`src/rtl/em_counter_n_if.sv`:
```
// Control/status bundle for em_counter_n: the counter drives count/tc/rco,
// and everything else comes from the controlling side.
interface em_counter_n_if #(
  parameter int WIDTH = 4
);
  logic             nsclr;
  logic             nload;
  logic             ent;
  logic             enp;
  logic             up;
  logic [WIDTH-1:0] parallel_in;
  logic [WIDTH-1:0] count;
  logic             tc;
  logic             rco;

  modport master (
    output nsclr, nload, ent, enp, up, parallel_in,
    input  count, tc, rco
  );

  modport slave (
    input  nsclr, nload, ent, enp, up, parallel_in,
    output count, tc, rco
  );
endinterface

```
`src/rtl/em_counter_n.sv`:
```
// Presettable modulo-N up/down counter with synchronous clear, parallel load
// and a direction-aware terminal count for rco cascading.
module em_counter_n #(
  parameter int WIDTH   = 4,
  parameter int MODULUS = 16
) (
  input  logic         clk,
  input  logic         nclr,
  em_counter_n_if.slave bus
);

  localparam logic [WIDTH-1:0] LAST = WIDTH'(MODULUS - 1);

  logic [WIDTH-1:0] count_reg;
  logic [WIDTH-1:0] count_next;
  logic             tc_int;

  always_comb begin
    count_next = count_reg;
    if (!bus.nsclr) begin
      count_next = '0;
    end else if (!bus.nload) begin
      count_next = bus.parallel_in;
    end else if (bus.ent && bus.enp) begin
      if (bus.up) begin
        // Anything at or past the last legal value (e.g. a raw load) wraps to 0.
        count_next = (count_reg >= LAST) ? '0 : count_reg + 1'b1;
      end else begin
        count_next = (count_reg == '0) ? LAST : count_reg - 1'b1;
      end
    end
  end

  always_ff @(posedge clk or negedge nclr) begin
    if (!nclr) begin
      count_reg <= '0;
    end else begin
      count_reg <= count_next;
    end
  end

  // tc/rco stay combinational so a cascade enables the next stage in the same cycle.
  assign tc_int    = bus.up ? (count_reg == LAST) : (count_reg == '0);
  assign bus.count = count_reg;
  assign bus.tc    = tc_int;
  assign bus.rco   = tc_int & bus.ent;

endmodule

```
`src/flat_wrapper.sv`:
```
// flat-port wrapper written by rule: the top's interface ports become plain ports
module em_counter_n_flat 
#(
  parameter int WIDTH   = 4,
  parameter int MODULUS = 16
)
  (clk, nclr, bus_nsclr, bus_nload, bus_ent, bus_enp, bus_up, bus_parallel_in, bus_count, bus_tc, bus_rco);
  em_counter_n_if #(.WIDTH(WIDTH)) bus_i ();
  input  logic clk;
  input  logic nclr;
  input wire logic [$bits(bus_i.nsclr)-1:0] bus_nsclr;
  input wire logic [$bits(bus_i.nload)-1:0] bus_nload;
  input wire logic [$bits(bus_i.ent)-1:0] bus_ent;
  input wire logic [$bits(bus_i.enp)-1:0] bus_enp;
  input wire logic [$bits(bus_i.up)-1:0] bus_up;
  input wire logic [$bits(bus_i.parallel_in)-1:0] bus_parallel_in;
  output wire logic [$bits(bus_i.count)-1:0] bus_count;
  output wire logic [$bits(bus_i.tc)-1:0] bus_tc;
  output wire logic [$bits(bus_i.rco)-1:0] bus_rco;
  assign bus_i.nsclr = bus_nsclr;
  assign bus_i.nload = bus_nload;
  assign bus_i.ent = bus_ent;
  assign bus_i.enp = bus_enp;
  assign bus_i.up = bus_up;
  assign bus_i.parallel_in = bus_parallel_in;
  assign bus_count = bus_i.count;
  assign bus_tc = bus_i.tc;
  assign bus_rco = bus_i.rco;
  em_counter_n #(.WIDTH(WIDTH), .MODULUS(MODULUS)) u_core (.clk(clk), .nclr(nclr), .bus(bus_i));
endmodule
```
`config.mk`:
```
export PLATFORM = sky130hd
export DESIGN_NAME = em_counter_n_flat
export DESIGN_NICKNAME = d
export VERILOG_FILES = /design/src/rtl/em_counter_n_if.sv /design/src/rtl/em_counter_n.sv /design/src/flat_wrapper.sv
export SDC_FILE = /design/constraint.sdc
export NUM_CORES = 1
export LEC_CHECK = 0
export ABC_CLOCK_PERIOD_IN_PS = 2800
export BUFFER_PORTS_ARGS = -buffer_cell sky130_fd_sc_hd__buf_2
export CAP_MARGIN = 0
export CELL_PAD_IN_SITES_DETAIL_PLACEMENT = 1
export CELL_PAD_IN_SITES_GLOBAL_PLACEMENT = 2
export CORE_UTILIZATION = 26
export DETAILED_ROUTE_END_ITERATION = 6
export MAX_ROUTING_LAYER = met4
export PLACE_DENSITY_LB_ADDON = 0.1
export SLEW_MARGIN = 10
export SYNTH_ARGS = -nofsm -noshare
export SYNTH_HDL_FRONTEND = slang
export SYNTH_SLANG_ARGS = --single-unit
```
`constraint.sdc`:
```
create_clock -name clk -period 2.8 [get_ports clk]
set_input_delay 0.14 -clock clk [delete_from_list [all_inputs] [get_ports clk]]
set_output_delay 0.14 -clock clk [all_outputs]
set_load 0.01 [all_outputs]
```
Yosys cells after proc, flatten, opt, wreduce, memory -nomap -nowiden
Cells that the tools add are included.
{ "word_totals": {"ff_bits": 4, "in_bits": 11, "elab_cells": 16} }
{ "classes": {"n_addsub": 2, "magnitude_cmp": 1, "eq_ne": 2, "muxes": 7, "n_bitwise": 1, "n_reduce_logical": 2} }
{ "ops": {"columns": ["operator", "n"], "rows": [
  ["$mux 4", 6],
  ["$add 4x1->4 const B", 1],
  ["$eq 4x4->1 const B", 1],
  ["$ge 4x4->1 const B", 1],
  ["$logic_not 4->1", 1],
  ["$sub 4x1->4 const B", 1],
  ["$ne 3x2->1 const B", 1],
  ["$and 1x1->1", 1],
  ["$logic_and 1x1->1", 1],
  ["$mux 1", 1]
]} }

Logic depth before layout (Yosys ltp)
Gate-level depths: netlist of the first run.
{ "depth": {"ltp_word": 6, "ltp_mapped": 6, "depth_no_buf": 6} }

Least setup slack after synthesis of the first run
Ideal clock, no wire load.
{ "synth_path": {"path_type": "register -> output", "start": "register u_core.count_reg[0] (netlist: u_core.bus.count[0])", "end": "output bus_rco", "t_arrival_ps": 1483, "t_required_ps": 2660, "slack_ps": 1177, "stages_incl_launch_ff": 6, "cell_sequence": "dfrtp_1 inv_1 ha_1 or4b_4 nand2_2 and2_1"} }
{ "synth_between": {"elab_chain_cells": 3} }
{ "synth_rtl": {"columns": ["element", "line_no", "source"], "rows": [
  ["start, declared", "em_counter_n.sv:14", "logic [WIDTH-1:0] count_reg;"],
  ["start signal, assigned", "em_counter_n.sv:38", "count_reg <= count_next;"],
  ["$eq 4x4->1 / $logic_not 4->1 (equally long branches)", "em_counter_n.sv:43", "assign tc_int = bus.up ? (count_reg == LAST) : (count_reg == '0);"],
  ["$mux 1 (*)", "em_counter_n.sv:43", null],
  ["via bus_tc", "flat_wrapper.sv:18", "output wire logic [$bits(bus_i.tc)-1:0] bus_tc;"],
  ["$and 1x1->1 (*)", "em_counter_n.sv:46", "assign bus.rco = tc_int & bus.ent;"],
  ["end, declared", "flat_wrapper.sv:19", "output wire logic [$bits(bus_i.rco)-1:0] bus_rco;"]
]} }
The timed path passes the listed nets; every way through them passes the cells marked *.

Worst setup path in the final report of the first run
{ "layout_path": {"start": "register u_core.count_reg[0] (netlist: u_core.bus.count[0])", "end": "output bus_rco"} }
{ "layout_between": {"elab_chain_cells": 3} }
{ "layout_rtl": {"columns": ["element", "line_no"], "rows": [
  ["$eq 4x4->1 / $logic_not 4->1 (equally long branches)", "em_counter_n.sv:43"],
  ["$mux 1 (*)", "em_counter_n.sv:43"],
  ["$and 1x1->1 (*)", "em_counter_n.sv:46"]
]} }
Every way passes the cells marked *; elsewhere a longest branch is shown, timed or not.

==> run_results.csv, run 1 <==
group,metric,value,unit
run_status,status,"finished clean",
route,vias,408,
cells_and_area,stdcell_area,507,um^2
clock_network,cts_hold_buf,1,
synthesis,synthDistinctLibCells,28,
cells_and_area,finalNonFillerCells,78,
cells_and_area,synthToLayoutAreaGrowth,27.8,%
cells_and_area,layout-drive-gt1-share,39.7,%
synthesis,yosysSeqAreaShare,25.2,%
clock_network,cts-root-buf,"clkbuf_4",
power,switching_power,64.4,uW
floorplanning,ios,17,
clock_network,cts_tree,"done",
route,dr.pass1.iters,3,
power,pwr-share-clk,34.4,%
floorplanning,die_area,1690,um^2
timing,period_share,68.5,%
power,p_int,141,uW
clock_network,ctsHtreeMaxLevel,1,
cells_and_area,finalNetCount,78,
timing,max_freq,0.521,GHz
synthesis,yosys_warnings,0,
cells_and_area,seq_area,100,um^2
critical_path,critical-path-max-stage-delay,0.48,ns
floorplanning,row_count,13,
clock_network,clkTransAtPathRegs,0.04,ns
grt,grt_max_degree,13,
synthesis,synth_fp_nets,59,
route,wl_per_cell,13.5,um
power,combPwrFrac,30.3,%
floorplanning,chipHeight,41.1,um
critical_path,crit_fanout,7,
job,max_cap_viol_count,0,
cells_and_area,largest_reg_flops,4,
power,power_density,405,nW/um^2
route,drt-total-wl,1050,um
clock_network,numCtsBuffers,3,
power,p_seq_share,35.3,%
critical_path,ff2ff_path_depth,6,
cells_and_area,multi_input_area,260,um^2
critical_path,crit_buf_inv,2,
grt,grt_pass1_vias,382,
timing,fin_tns_setup,0,ns
floorplanning,core-area,1370,um^2
clock_network,max-clock-path-buffers,2,
route,remaining_drc_errors,0,
power,p_leak,0.254,nW
timing,tightestPinTransition,0.305,ns
power,ir_drop,328,uV
cells_and_area,fillers,176,
timing,holdWs,0.145,ns
timing,hold_viol,0,
clock_network,clk_latency,0.24,ns
clock_network,cts_setup_buffers,0,
floorplanning,initial_core_util,29.0,%
timing,max_slew_margin,79.4,%
cells_and_area,antenna_cells,0,
grt,grt_usage,15.5,%
timing,grt_setup_unrepaired,"no",
place,placement.cell_area,474,um^2
grt,grt_antenna_before_repair,0,
route,detail-route-antenna-nets,0,
grt,overflow,0,
floorplanning,die_w,41.1,um
critical_path,path_delay_family,"simple AND/OR/NAND/NOR gates",
route,vias_per_cell,5.23,
timing,finalSetupViolCount,0,
power,p_sw_share,31.4,%
critical_path,cp.depth,6,
route,first_iter_violations,3,
clock_network,ctsResizeCount,0,
timing,finClkSkew,0.00623,ns
synthesis,ys_ff_latch,4,
place,numPortBuffers,16,
synthesis,synth_area,397,um^2
worst_hold_path,min_delay_path_depth,2,
critical_path,crit_path_start_kind,"register",
critical_path,arrival,1.78,ns
place,place.gp.congestion,0.646,
cells_and_area,final_cell_mix,"buf_2, inv_1, a21oi_1, dfrtp_1",
worst_hold_path,holdCritPathClass,"in2reg",
timing,min_period,1.92,ns
clock_network,cts_num_sinks,4,
critical_path,worstPathRequired,2.66,ns
timing,slew_violations,0,
synthesis,avgSynthCellArea,8.62,um^2
critical_path,path_class,"reg2out",
place,dp_hpwl,778,um
critical_path,cp_slowest_cell,"or4b_4",
critical_path,crit_path_end_kind,"output pin",
synthesis,synth_cells,46,
place,numPlacedInstances,74,
grt,grt_pass1_wl,1620,um
cells_and_area,final_common_cell,"buf_2",
critical_path,crit_chain,"inv_1 > ha_1 > or4b_4 > nand2_2 > and2_1 > buf_2",
metal layers:
metal  up-vias  wire length [um]  global-route usage, %
met4         0                 0                      0
met5         -                 0                      -
met2        12               487                   24.2
met3         0                61                   6.52
met1       189               504                   19.6
li1        207                 -                      -
power by group through the flow:
stage / Combinational (mW) / Sequential (mW) / Clock, mW
after global placement: 0.0616 / 0.0734 / 0
after detailed placement: 0.0614 / 0.0730 / 0
after CTS: 0.0634 / 0.0725 / 0.0722
after floorplan: 0.0421 / 0.0715 / 0
final: 0.0621 / 0.0724 / 0.0706
after global routing: 0.0703 / 0.0737 / 0.0764
final cells by class:
cell class / count / area share, %
inverters: 4 / 2.96
multi-input cells: 35 / 51.4
well taps: 15 / 3.70
clock buffers: 3 / 4.44
flip-flops and latches: 4 / 19.8
repair buffers: 17 / 17.8
worst paths after layout:
kind	startpoint	slack [ns]	to
worst min register to register	u_core.bus.count[0]$_DFFE_PN0P_	0.68	u_core.bus.count[0]$_DFFE_PN0P_
worst min-delay path	bus_parallel_in[1]	0.14	u_core.bus.count[1]$_DFFE_PN0P_
worst max register to register	u_core.bus.count[0]$_DFFE_PN0P_	1.26	u_core.bus.count[0]$_DFFE_PN0P_
worst max-delay path	u_core.bus.count[0]$_DFFE_PN0P_	0.88	bus_rco
max in group asynchronous	nclr	2.43	u_core.bus.count[2]$_DFFE_PN0P_
min in group asynchronous	nclr	0.24	u_core.bus.count[3]$_DFFE_PN0P_
Yosys cell counts:
| library cell | instances | area share, % |
|---|---|---|
| nor2_1 | 1 | 0.95 |
| nor4b_1 | 1 | 2.2 |
| o211ai_1 | 2 | 3.8 |
| nand3_2 | 2 | 5.0 |
| a41o_2 | 1 | 2.8 |
| buf_2 | 2 | 2.5 |
| xor2_1 | 1 | 2.2 |
| o211a_1 | 1 | 2.5 |
| a21oi_1 | 4 | 5.0 |
| o311a_1 | 1 | 2.5 |
| nor4_1 | 1 | 1.6 |
| ha_1 | 2 | 6.3 |
| nand2_2 | 1 | 1.6 |
| nand4_1 | 2 | 3.2 |
| and2_1 | 1 | 1.6 |
| o21ai_0 | 3 | 3.8 |
| inv_1 | 4 | 3.8 |
| o21bai_1 | 1 | 1.9 |
| o21a_1 | 1 | 1.9 |
| nand3b_1 | 1 | 1.9 |
| or4b_4 | 1 | 3.5 |
| dfrtp_1 | 4 | 25 |
| mux2i_1 | 1 | 2.5 |
| nand2_1 | 2 | 1.9 |
| o21ai_2 | 1 | 2.2 |
| buf_6 | 1 | 2.8 |
| nand3_1 | 2 | 2.5 |
| xnor2_1 | 1 | 2.2 |
stage by stage:
step | utilization, % | setup WS (ns) | power (mW)
final | 37.1 | 0.882 | 0.205
after global routing | 37.1 | 0.780 | 0.220
after CTS | 37.1 | 0.861 | 0.208
after detailed placement | 34.7 | 1.12 | 0.134
after global placement | 34.7 | 1.15 | 0.135
after floorplan | - | 1.18 | 0.114
kinds of logic after synthesis:
| family | after synthesis | share of synthesized area (%) |
|---|---|---|
| compound gates | 15 | 26.5 |
| simple gates | 15 | 25.9 |
| flops | 4 | 25.2 |
| fa+ha+maj | 2 | 6.31 |
| xor+xnor | 2 | 4.42 |
| buf+inv | 7 | 9.15 |
| mux | 1 | 2.52 |
No activity file was read; power rests on OpenSTA's default activity.
==> inputs of run 2 (changes only) <==
--- a/config.mk
+++ b/config.mk
@@ -5,12 +5,13 @@
 export SDC_FILE = /design/constraint.sdc
 export NUM_CORES = 1
 export LEC_CHECK = 0
-export ABC_CLOCK_PERIOD_IN_PS = 2800
+export ABC_AREA = 1
+export ABC_CLOCK_PERIOD_IN_PS = 1700
 export BUFFER_PORTS_ARGS = -buffer_cell sky130_fd_sc_hd__buf_2
 export CAP_MARGIN = 0
 export CELL_PAD_IN_SITES_DETAIL_PLACEMENT = 1
 export CELL_PAD_IN_SITES_GLOBAL_PLACEMENT = 2
-export CORE_UTILIZATION = 26
+export CORE_UTILIZATION = 20
 export DETAILED_ROUTE_END_ITERATION = 6
 export MAX_ROUTING_LAYER = met4
 export PLACE_DENSITY_LB_ADDON = 0.1
==> constraint.sdc (replaced) <==
create_clock -name clk -period 1.7 [get_ports clk]
set_input_delay 0.085 -clock clk [delete_from_list [all_inputs] [get_ports clk]]
set_output_delay 0.085 -clock clk [all_outputs]
set_load 0.01 [all_outputs]
==> run 2 against run 1 <==
Net effect: sequential share of layout area decreased by 0.29 points; total power increased by 77%; core utilization fell by 8.5 points; largest power group is now the clock network; clock skew up 0.0010 ns; largest cell class unchanged; critical path type unchanged; setup slack got worse by 0.74 ns.
==> run_results.csv, run 2 <==
group,metric,value,unit
clock_network,ctsHtreeMaxLevel,1,
critical_path,arrival,1.48,ns
critical_path,crit_fanout,5,
synthesis,synthSimpleGateAreaFrac,34.3,%
power,p_int,234,uW
job,max_cap_viol_count,0,
timing,grt_setup_unrepaired,"no",
clock_network,clkTransAtPathRegs,0.04,ns
timing,hold_viol,0,
synthesis,synth_top_area_share,25.2,%
timing,max_slew_margin,76.8,%
power,p_leak,0.262,nW
worst_hold_path,holdCritPathClass,"in2reg",
critical_path,rr_startpoint,"u_core.bus.count[0]$_DFFE_PN0P_",
route,wl_per_cell,11.5,um
synthesis,ys_top_cells_by_count,"nand2_1, nand3_1, inv_1, o21ai_0, dfrtp_1",
cells_and_area,layout-drive-gt1-share,28.4,%
power,p_sw_share,35.6,%
synthesis,synth_fp_nets,70,
critical_path,crit_chain,"inv_1 > ha_1 > nand3b_1 > a21boi_0 > buf_2",
clock_network,cts-root-buf,"clkbuf_4",
timing,max_freq,0.640,GHz
synthesis,synth_cells,57,
grt,grt_pass1_wl,1790,um
cells_and_area,fillers,254,
synthesis,synthDistinctLibCells,18,
power,ir_drop,318,uV
floorplanning,core-area,1800,um^2
timing,min_period,1.56,ns
synthesis,yosys_warnings,0,
synthesis,synth_fa_ha_area_share,6.29,%
clock_network,cts_num_sinks,4,
timing,period_share,91.8,%
critical_path,critical-path-max-stage-delay,0.41,ns
synthesis,synth_xor_area_share,0,%
place,place.gp.congestion,0.696,
grt,grt_pass1_vias,395,
clock_network,cts_setup_buffers,0,
cells_and_area,antenna_cells,0,
timing,finalSetupViolCount,0,
worst_hold_path,min_from,"bus_nsclr",
clock_network,max-clock-path-buffers,2,
route,drt-total-wl,1140,um
run_status,status,"finished clean",
critical_path,cp_slowest_cell,"dfrtp_1",
synthesis,synthArstFlopShare,100,%
grt,grt_usage,13.1,%
route,detail-route-antenna-nets,0,
cells_and_area,stdcell_area,514,um^2
floorplanning,die_w,46.6,um
cells_and_area,seq_area,100,um^2
cells_and_area,synthToLayoutAreaGrowth,29.2,%
floorplanning,chipHeight,46.6,um
route,vias_per_cell,4.47,
synthesis,synth_top_cells_by_area,"dfrtp_1, nand2_1, nand3_1",
clock_network,clk_latency,0.25,ns
floorplanning,row_count,15,
synthesis,ys.flop_type,"dfrtp_1",
synthesis,synth_compound_area_share,22.6,%
clock_network,cts_tree,"done",
floorplanning,ios,17,
cells_and_area,finalNetCount,89,
floorplanning,die_area,2170,um^2
power,power_density,707,nW/um^2
synthesis,avgSynthCellArea,6.98,um^2
place,placement.cell_area,482,um^2
grt,grt_antenna_before_repair,0,
route,remaining_drc_errors,0,
synthesis,ys_ff_latch,4,
synthesis,yosysTopAreaCell,"dfrtp_1",
synthesis,synth_area,398,um^2
place,dp_hpwl,884,um
route,first_iter_violations,7,
synthesis,synth_most_common_cell,"nand2_1",
route,dr.pass1.iters,4,
critical_path,path_class,"reg2out",
cells_and_area,final_cell_mix,"nand2_1, buf_2, nand3_1, inv_1, o21ai_0",
critical_path,crit_path_start_kind,"register",
power,p_seq_share,33.8,%
grt,overflow,0,
floorplanning,initial_core_util,22.1,%
cells_and_area,largest_reg_flops,4,
place,numPortBuffers,16,
timing,slew_violations,0,
synthesis,muxShareOfSynthArea,0,%
timing,finClkSkew,0.00723,ns
cells_and_area,multi_input_area,251,um^2
synthesis,synth-edff-count,0,
route,vias,443,
critical_path,r2r_slack,0.36,ns
power,switching_power,130,uW
timing,tightestPinTransition,0.347,ns
power,combPwrFrac,31.9,%
critical_path,setup.worst_path.start,"u_core.bus.count[0]$_DFFE_PN0P_",
power,pwr-share-clk,34.3,%
timing,fin_tns_setup,0,ns
critical_path,worstPathRequired,1.62,ns
critical_path,crit_path_end_kind,"output pin",
synthesis,synth_top_family_by_area,"simple AND/OR/NAND/NOR gates",
clock_network,numCtsBuffers,3,
grt,grt_max_degree,12,
synthesis,yosysSeqAreaShare,25.2,%
==> run 2: stage by stage <==
step	instances	setup slack [ns]	hold slack (ns)	power (mW)	util, %
final	99	0.139	0.130	0.363	28.5
after floorplan	57	0.458	-0.211	0.201	-
after CTS	99	0.112	0.127	0.370	28.5
after detailed placement	95	0.368	-0.105	0.239	26.7
after global routing	99	0.00783	0.147	0.397	28.5
after global placement	95	0.321	-0.107	0.242	26.7
==> run 2: power by group through the flow <==
stage               Clock (mW)  Combinational (mW)  Sequential [mW]
floorplan                    0              0.0801            0.121
global placement             0               0.117            0.125
detailed placement           0               0.115            0.124
CTS                      0.129               0.118            0.123
global route             0.138               0.132            0.126
finish                   0.125               0.116            0.123
==> run 2: routing by layer <==
metal  vias to the layer above  track usage (%)  wire (um)
met2                        14             17.8        509
met5                         -                -          0
met3                         4             5.88         65
met1                       196             15.9        544
li1                        229                -          -
met4                         0             7.06         23
==> run 2: what timing repair did <==
item / CTS / global route
resized for setup: 0 / 0
hold buffers: 1 / 0
endpoints found under the setup margin: 0 / 0
hold endpoints to repair: 4 / 0
==> run 2: layout make-up <==
cell class                 count  share of cell area [%]
multi-input combinational     45                    48.9
sequential                     4                    19.5
tap                           25                    6.08
inverter                       5                    3.65
timing repair buffer          17                    17.5
clock buffer                   3                    4.38
==> run 2: worst paths after layout <==
path,end,cells past startpoint
worst max-delay path,bus_rco,5
worst min-delay path,u_core.bus.count[3]$_DFFE_PN0P_,3
worst max register to register,u_core.bus.count[2]$_DFFE_PN0P_,7
worst min register to register,u_core.bus.count[3]$_DFFE_PN0P_,2
max in group asynchronous,u_core.bus.count[3]$_DFFE_PN0P_,2
min in group asynchronous,u_core.bus.count[1]$_DFFE_PN0P_,2
==> run 2: cell families after synthesis <==
kind of cell,after synthesis
AOI/OAI and AO/OA,14
adders and majority gates,2
buffers and inverters,8
DFF,4
and+or+nand+nor,29
==> run 2: critical path, delay by kind of cell, from the launching register on <==
family	cells	cell delay, ns
AO/OA/AOI/OAI	1	0.16
flip-flops	1	0.41
adder cells (fa/ha/maj)	1	0.23
buffers and inverters	2	0.30
AND/OR/NAND/NOR	1	0.13
==> inputs of run 3 (changes only) <==
--- a/config.mk
+++ b/config.mk
@@ -15,6 +15,7 @@
 export DETAILED_ROUTE_END_ITERATION = 6
 export MAX_ROUTING_LAYER = met4
 export PLACE_DENSITY_LB_ADDON = 0.1
+export RECOVER_POWER = 50
 export SLEW_MARGIN = 10
 export SYNTH_ARGS = -nofsm -noshare
 export SYNTH_HDL_FRONTEND = slang
==> run 3 against run 2 <==
Net effect: die area is the same; clock power barely moved; clock skew did not move; via count is the same; critical endpoint unchanged.
==> run_results.csv, run 3 (synthesis results as in run 2) <==
group,metric,value,unit
run_status,status,"finished clean",
clock_network,numCtsBuffers,3,
clock_network,clkTransAtPathRegs,0.04,ns
grt,grt_antenna_before_repair,0,
timing,hold_viol,0,
place,placement.cell_area,482,um^2
power,power_density,709,nW/um^2
route,remaining_drc_errors,0,
cells_and_area,synthToLayoutAreaGrowth,28.6,%
route,wl_per_cell,11.5,um
clock_network,cts_tree,"done",
route,drt-total-wl,1140,um
cells_and_area,final_common_cell,"nand2_1",
grt,grt_max_degree,12,
clock_network,cts_num_sinks,4,
worst_hold_path,min_delay_path_depth,3,
timing,max_slew_margin,76.8,%
floorplanning,die_w,46.6,um
critical_path,ff2ff_path_depth,7,
critical_path,crit_chain,"inv_1 > ha_1 > nand3b_1 > a21boi_0 > buf_2",
critical_path,crit_buf_inv,2,
power,ir_drop,317,uV
floorplanning,initial_core_util,22.1,%
worst_hold_path,min_from,"bus_nsclr",
place,numPortBuffers,16,
timing,finClkSkew,0.00723,ns
clock_network,cts-root-buf,"clkbuf_4",
critical_path,critical-path-max-stage-delay,0.41,ns
clock_network,ctsHtreeMaxLevel,1,
route,vias,443,
grt,grt_pass1_wl,1790,um
cells_and_area,antenna_cells,0,
critical_path,rr_startpoint,"u_core.bus.count[0]$_DFFE_PN0P_",
route,detail-route-antenna-nets,0,
route,first_iter_violations,7,
critical_path,path_delay_family,"flip-flops",
timing,grt_setup_unrepaired,"no",
place,dp_hpwl,884,um
timing,min_period,1.56,ns
critical_path,path_class,"reg2out",
timing,period_share,92.0,%
job,max_cap_viol_count,0,
worst_hold_path,hold_end,"u_core.bus.count[3]$_DFFE_PN0P_",
critical_path,worstPathRequired,1.62,ns
floorplanning,die_area,2170,um^2
timing,fin_tns_setup,0,ns
floorplanning,row_count,15,
route,dr.pass1.iters,4,
clock_network,max-clock-path-buffers,2,
timing,finalSetupViolCount,0,
critical_path,crit_fanout,5,
cells_and_area,seq_area,100,um^2
timing,max_freq,0.639,GHz
route,vias_per_cell,4.47,
floorplanning,core-area,1800,um^2
grt,overflow,0,
critical_path,crit_path_start_kind,"register",
timing,tightestPinTransition,0.347,ns
place,place.gp.congestion,0.696,
grt,grt_pass1_vias,395,
floorplanning,ios,17,
cells_and_area,layout-drive-gt1-share,25.7,%
timing,slew_violations,0,
critical_path,crit_path_end_kind,"output pin",
critical_path,r2r_slack,0.35,ns
cells_and_area,final_cell_mix,"nand2_1, buf_2, nand3_1, inv_1, o21ai_0",
floorplanning,chipHeight,46.6,um
cells_and_area,fillers,255,
worst_hold_path,holdCritPathClass,"in2reg",
cells_and_area,multi_input_area,251,um^2
critical_path,cp_slowest_cell,"dfrtp_1",
cells_and_area,largest_reg_flops,4,
critical_path,arrival,1.48,ns
grt,grt_usage,13.1,%
clock_network,ctsResizeCount,0,
timing,holdWs,0.130,ns
power,p_leak,0.256,nW
critical_path,rr_endpoint,"u_core.bus.count[2]$_DFFE_PN0P_",
cells_and_area,finalNetCount,89,
clock_network,clk_latency,0.25,ns
cells_and_area,stdcell_area,512,um^2
run 3: changes by cell type in the layout (fill, tap and decap cells not counted):
| cell | delta |
|---|---|
| clkbuf_1 | +2 |
| buf_2 | -2 |
run 3: layout make-up:
type	count	share of cell area [%]
Multi-Input combinational cell	45	49.1
Inverter	5	3.67
Clock buffer	3	4.40
Tap cell	25	6.11
Timing Repair Buffer	17	17.1
Sequential cell	4	19.6
run 3: worst max-delay path by stage:
stage                                          startpoint                         endpoint  slack (ns)  cells after the start
after floorplan           u_core.bus.count[0]$_DFFE_PN0P_  u_core.bus.count[2]$_DFFE_PN0P_        0.46                      7
after global placement    u_core.bus.count[0]$_DFFE_PN0P_  u_core.bus.count[2]$_DFFE_PN0P_        0.32                      7
after detailed placement  u_core.bus.count[0]$_DFFE_PN0P_  u_core.bus.count[2]$_DFFE_PN0P_        0.37                      7
after CTS                 u_core.bus.count[0]$_DFFE_PN0P_                          bus_rco        0.11                      5
after global routing      u_core.bus.count[1]$_DFFE_PN0P_                          bus_rco       0.008                      4
final                     u_core.bus.count[0]$_DFFE_PN0P_                          bus_rco        0.14                      5
run 3: where the power goes:
| part | leakage, nW | total [mW] | internal (mW) | switching [mW] |
|---|---|---|---|---|
| Combinational | 0.189 | 0.115 | 0.0493 | 0.0658 |
| Sequential | 0.0523 | 0.123 | 0.104 | 0.0187 |
| Clock | 0.0138 | 0.125 | 0.0794 | 0.0452 |
run 3: per-stage QoR:
step	power [mW]	worst slack, ns	util (%)	instances
6_report	0.363	0.136	28.4	99
3_3_place_gp	0.242	0.321	26.7	95
4_1_cts	0.370	0.112	28.5	99
2_1_floorplan	0.201	0.458	-	57
5_1_grt	0.396	0.00783	28.4	99
3_5_place_dp	0.239	0.368	26.7	95
run 3: routing by layer:
layer	track usage, %	wire (um)
met1	15.9	544
met2	17.8	509
met3	5.88	65
met4	7.06	23
met5	-	0
run 3: worst reg2reg max path, stage by stage, from the launching register on:
cell,delay (ns)
dfrtp_1,0.41
inv_1,0.15
ha_1,0.23
inv_1,0.06
o211ai_1,0.15
nand3_1,0.09
nand2_1,0.06
o21ai_0,0.07
run 3: what timing repair did:
item | 4_1_cts | 5_1_grt
hold endpoints to repair | 4 | 0
hold buffers | 1 | 0
buffers inserted | 0 | 0
